File: src/rtl/spi_memory_master.sv
// spi_memory_master: mode-0 SPI master issuing 32-bit read/write frames {opcode, addr, payload} to a serial memory
module spi_memory_master #(
  parameter int CLK_DIV    = 4,
  parameter int ADDR_WIDTH = 16,
  parameter int DATA_WIDTH = 8
) (
  input  logic                  clk,
  input  logic                  _reset,
  input  logic                  req,
  input  logic                  wr,
  input  logic [ADDR_WIDTH-1:0] addr,
  input  logic [DATA_WIDTH-1:0] wdata,
  output logic                  ready,
  output logic                  done,
  output logic [DATA_WIDTH-1:0] rdata,
  output logic                  _select,
  output logic                  sck,
  output logic                  mosi,
  input  logic                  miso
);
  typedef enum logic [2:0] {IDLE, SETUP, SHIFT, HOLD, GAP} state_t;
  state_t state, state_n;
  logic [7:0] cnt;
  logic [4:0] bit_cnt;
  logic hi, rd, tick;
  logic [31:0] sh;
  logic [7:0] rx;
  logic [15:0] a16;
  assign a16 = 16'(addr);
  assign tick = cnt == 8'(CLK_DIV - 1);
  always_comb begin
    state_n = state;
    unique case (state)
      IDLE:    state_n = req ? SETUP : IDLE;
      SETUP:   state_n = tick ? SHIFT : SETUP;
      SHIFT:   state_n = (tick && !hi && bit_cnt == 5'd31) ? HOLD : SHIFT;
      HOLD:    state_n = tick ? GAP : HOLD;
      GAP:     state_n = tick ? IDLE : GAP;
      default: state_n = IDLE;
    endcase
  end
  assign ready   = state == IDLE;
  assign done    = state == GAP && cnt == 8'd0;
  assign _select = !(state inside {SETUP, SHIFT, HOLD});
  assign sck     = state == SHIFT && hi;
  assign mosi    = !_select && sh[31];
  always_ff @(posedge clk) begin
    if (!_reset) state <= IDLE;
    else state <= state_n;
  end
  // every phase ends on tick, so the divider restarts at each state change
  always_ff @(posedge clk) begin
    if (!_reset) begin
      cnt     <= '0;
      bit_cnt <= '0;
      hi      <= 1'b0;
      rd      <= 1'b0;
      sh      <= '0;
      rx      <= '0;
      rdata   <= '0;
    end else begin
      cnt <= (state == IDLE || tick) ? 8'd0 : cnt + 8'd1;
      if (state == IDLE && req) begin
        sh      <= {wr ? 8'h02 : 8'h03, a16, wr ? 8'(wdata) : 8'h00};
        rd      <= !wr;
        bit_cnt <= '0;
      end
      if (state == SETUP && tick) begin
        hi <= 1'b1;
        rx <= {rx[6:0], miso};
      end
      // hi->lo advances mosi; lo->hi samples miso unless the frame is finished
      if (state == SHIFT && tick) begin
        hi <= !hi;
        if (hi) sh <= {sh[30:0], 1'b0};
        else begin
          bit_cnt <= bit_cnt + 5'd1;
          if (bit_cnt != 5'd31) rx <= {rx[6:0], miso};
        end
      end
      if (state == HOLD && tick && rd) rdata <= DATA_WIDTH'(rx);
    end
  end
endmodule
File: config.mk
export PLATFORM = sky130hd
export DESIGN_NAME = spi_memory_master
export DESIGN_NICKNAME = d
export VERILOG_FILES = /design/src/rtl/spi_memory_master.sv
export SDC_FILE = /design/constraint.sdc
export NUM_CORES = 1
export LEC_CHECK = 0
export CAP_MARGIN = 20
export CORE_MARGIN = 5
export CORE_UTILIZATION = 50
export CTS_CLUSTER_SIZE = 25
export DETAILED_ROUTE_END_ITERATION = 12
export PLACE_DENSITY = 0.75
export SYNTH_ARGS = -nofsm -noshare
export SYNTH_HDL_FRONTEND = slang
export SYNTH_SLANG_ARGS = --single-unit
export TNS_END_PERCENT = 100
File: constraint.sdc
create_clock -name clk -period 2.34 [get_ports clk]
set_input_delay 0.702 -clock clk [delete_from_list [all_inputs] [get_ports clk]]
set_output_delay 0.702 -clock clk [all_outputs]
set_load 0.02 [all_outputs]
==> reports/metrics.cfg, run 1 <==
[synth]
ys_types = 38
syn_avg_cell_area_sq_um = 8.55
synth_area_sq_mm = 0.00280
synth-async-reset-ratio_pct = 0
synth-seq-cells = 66
synth_edf_count = 0
syn_inst = 327
synth.net_count = 360
synth_ff_type = sky130_fd_sc_hd__dfxtp_1
seq_area_frac_synth_pct = 47.3
ys_warn_count = 0

[clock_network]
insertion_delay_ns = 0.33
clkSlewWorstSetupHoldPaths_ns = 0.07
cts_inserted_buffers = 9
clock_tree.buffer_depth = 2
cts_hold_buffers = 0
postCtsSetupBuffers = 0
numClockSinks = 66
cts_tree = built
h-tree-depth = 3
root_buffer = sky130_fd_sc_hd__clkbuf_8

[layout]
antennaDiodeCount = 0
final_net_count = 405
final_layout_size_suffix_gt1_share_pct = 11.7
syn2layout_area_growth_pct = 27.9

[drt]
routed_wire_length_per_instance_um = 12.7
drtPass1Iterations = 4
wirelength_mm = 5.71
drt_iter0_drc = 123
via_count = 2391
drt-vias-per-instance = 5.33
drc = 0
final_antenna_net_count = 0

[pwr]
total_leakage_power_uw = 0.00142
power_density_mw_per_mm2 = 688
power.share.switching_pct = 23.1
power_frac_comb_pct = 8.7
worst_ir_drop_vdd_mv = 0.418
power.net_switching_uw = 569
internal_power_uw = 1890
power.clock.fraction_pct = 43.5
seqPwrFrac_pct = 47.7

[global_route]
grt_first_pass_wirelength_mm = 9.66
grt_total_usage_pct = 16.4
number_of_antenna_violations_at_the_first_check_in_global_routing = 0
grt_overflow_total = 0
first_global_vias = 2169
largest_net_degree_at_the_start_of_global_routing = 40

[die]
chipWidth_um = 84.8
initial_utilization_pct = 51.1
std_cell_rows = 27
core-area_sq_mm = 0.00547
design.die.area_sq_mm = 0.00719
die_height_um = 84.8
io_pins = 42

[critical_path]
endpoint_arrival_time_on_the_critical_path_ns = 1.54
path_max_fanout = 2
startpoint_type = register
worst-endpoint-required_ns = 1.64
rr_worst_depth = 6
worstSetupEndpointType = output port
crit_type = reg -> out

[timing]
hold_slack_ns = 0.447
rsz0062_at_grt = true
worst-slew-pin-transition_ns = 0.474
hold_viol = 0
pins_over_their_slew_limit = 0
final.setup_skew_ns = 0.00682
finalCriticalPeriod_ns = 2.24
fin_ws_ns = 0.0980
setup_violations = 0
post_route_clock_period_utilization_pct = 95.8
relSlewSlack_pct = 68.0
clock.fmax_mhz = 446

[hold_path]
whs_path_depth = 2
worstHoldPathType = reg -> reg

[place]
place.port_buffers = 41
detailedPlace.worstSlack_ns = -0.0367
routabilityCongestion = 0.759
dp.final_hpwl_mm = 3.82

[flow_run]
max_cap_violations = 0

[status]
run_status = complete, no violations

==> logic make-up after synthesis <==
kind of cell    after synthesis  synth area share [%]
simple gates                133                  23.6
compound gates               69                  14.1
flops                        66                  47.3
buf+inv                      29                  4.25
mux                          18                  6.45
xor+xnor                      8                  2.51
fa+ha+maj                     4                  1.79
==> metal layers <==
layer  part of all wire [%]  vias up  global-route usage (%)  wire length [um]
li1                       -     1230                       -                 -
met1                     46     1104                    21.3              2640
met2                     47       49                    26.0              2690
met3                    4.8        8                    3.73               272
met4                    1.8        0                    7.19               104
met5                      0        -                       0                 0
==> worst max-delay path, stage by stage, from the launching register on <==
cell	delay [ns]
sky130_fd_sc_hd__dfxtp_1	0.34
sky130_fd_sc_hd__nor4_4	0.30
sky130_fd_sc_hd__nand3_1	0.12
sky130_fd_sc_hd__nor4b_2	0.27
sky130_fd_sc_hd__buf_4	0.18
==> cell usage in the layout (no fill, tap or decap), drive strengths merged, types with 2 or more instances in the layout <==
master,Yosys,layout
nand2,72,72
dfxtp,66,66
o21ai,35,35
clkdlybuf4s50,0,35
a31oi,23,23
mux2i,18,18
nand3,18,18
buf,5,18
nor2,14,14
clkbuf,18,10
nand4,8,8
inv,6,7
xnor2,4,4
a21oi,4,4
xor2,4,4
ha,4,4
nor3b,3,3
or3,3,3
dlygate4sd2,0,3
nor4b,3,3
and3,2,2
nor3,2,2
and2,2,2
nand3b,2,2
o211ai,2,2
bufinv,0,2
clkinvlp,0,2
a21boi,2,2
==> per-stage QoR <==
step	power [uW]	utilization [%]	instance area, sq um	std cells	setup TNS [ns]
2_1_floorplan	1310	-	2800	327	0
3_3_place_gp	1410	61.2	3350	433	0
3_5_place_dp	1410	61.2	3350	433	-0.0367
4_1_cts	2480	65.2	3570	449	0
5_1_grt	2570	65.3	3580	449	-0.0441
6_report	2460	65.3	3580	449	0
==> state kept, by name, indices dropped and copies added, names as in the netlist <==
register and flops:
cnt 8, sh 32, bit_cnt 5, hi 1
rdata 8, state 3, rd 1, rx 8
==> cell type report <==
cell class                      instances  area (sq um)
Clock inverter                          6          88.8
Timing Repair Buffer                   57           547
Clock buffer                           10           138
Inverter                                6          22.5
Multi-Input combinational cell        232          1370
Sequential cell                        66          1320
Tap cell                               72          90.1
Fill cell                             483          1900
==> power by group through the flow <==
stage / sequential (uW) / clock (uW) / combinational [uW]
floorplan: 1190 / 0 / 120
global placement: 1200 / 0 / 211
detailed placement: 1200 / 0 / 215
CTS: 1170 / 1090 / 215
global route: 1180 / 1150 / 235
finish: 1170 / 1070 / 214
==> Yosys cell counts, types with 2 or more instances <==
library cell | count | area share [%]
sky130_fd_sc_hd__a21oi_1 | 4 | 0.72
sky130_fd_sc_hd__a31oi_1 | 23 | 5.1
sky130_fd_sc_hd__and2_1 | 2 | 0.45
sky130_fd_sc_hd__and3_1 | 2 | 0.45
sky130_fd_sc_hd__buf_2 | 2 | 0.36
sky130_fd_sc_hd__buf_4 | 2 | 0.54
sky130_fd_sc_hd__clkbuf_1 | 18 | 2.4
sky130_fd_sc_hd__dfxtp_1 | 66 | 47
sky130_fd_sc_hd__ha_1 | 4 | 1.8
sky130_fd_sc_hd__inv_1 | 6 | 0.81
sky130_fd_sc_hd__mux2i_1 | 18 | 6.4
sky130_fd_sc_hd__nand2_1 | 71 | 9.5
sky130_fd_sc_hd__nand3_1 | 17 | 3.0
sky130_fd_sc_hd__nand3b_1 | 2 | 0.54
sky130_fd_sc_hd__nand4_1 | 7 | 1.6
sky130_fd_sc_hd__nor2_1 | 14 | 1.9
sky130_fd_sc_hd__nor3_1 | 2 | 0.36
sky130_fd_sc_hd__nor3b_1 | 3 | 0.81
sky130_fd_sc_hd__nor4b_1 | 2 | 0.63
sky130_fd_sc_hd__o211ai_1 | 2 | 0.54
sky130_fd_sc_hd__o21ai_0 | 35 | 6.3
sky130_fd_sc_hd__or3_1 | 3 | 0.67
sky130_fd_sc_hd__xnor2_1 | 4 | 1.3
sky130_fd_sc_hd__xor2_1 | 4 | 1.3
==> path summary, 6_finish.rpt <==
check | from | endpoint | slack (ns)
hold reg to reg | sh[0] | sh[0] | 0.45
hold / removal | sh[0] | sh[0] | 0.45
setup reg to reg | cnt[0] | rx[6] | 0.41
setup / recovery | cnt[3] | done | 0.1
==> repair_timing <==
action,4_1_cts,5_1_grt
gates resized for setup,9,2
cloned,0,0
endpoints found under the setup margin,5,2
(Power assumes the default switching activity.)
==> run 2, diff against run 1 <==
--- a/config.mk
+++ b/config.mk
@@ -5,6 +5,7 @@
 export SDC_FILE = /design/constraint.sdc
 export NUM_CORES = 1
 export LEC_CHECK = 0
+export ABC_CLOCK_PERIOD_IN_PS = 2340
 export CAP_MARGIN = 20
 export CORE_MARGIN = 5
 export CORE_UTILIZATION = 50
==> results of run 2 <==
Final layout, timing and power as in run 1 (identical DEF).
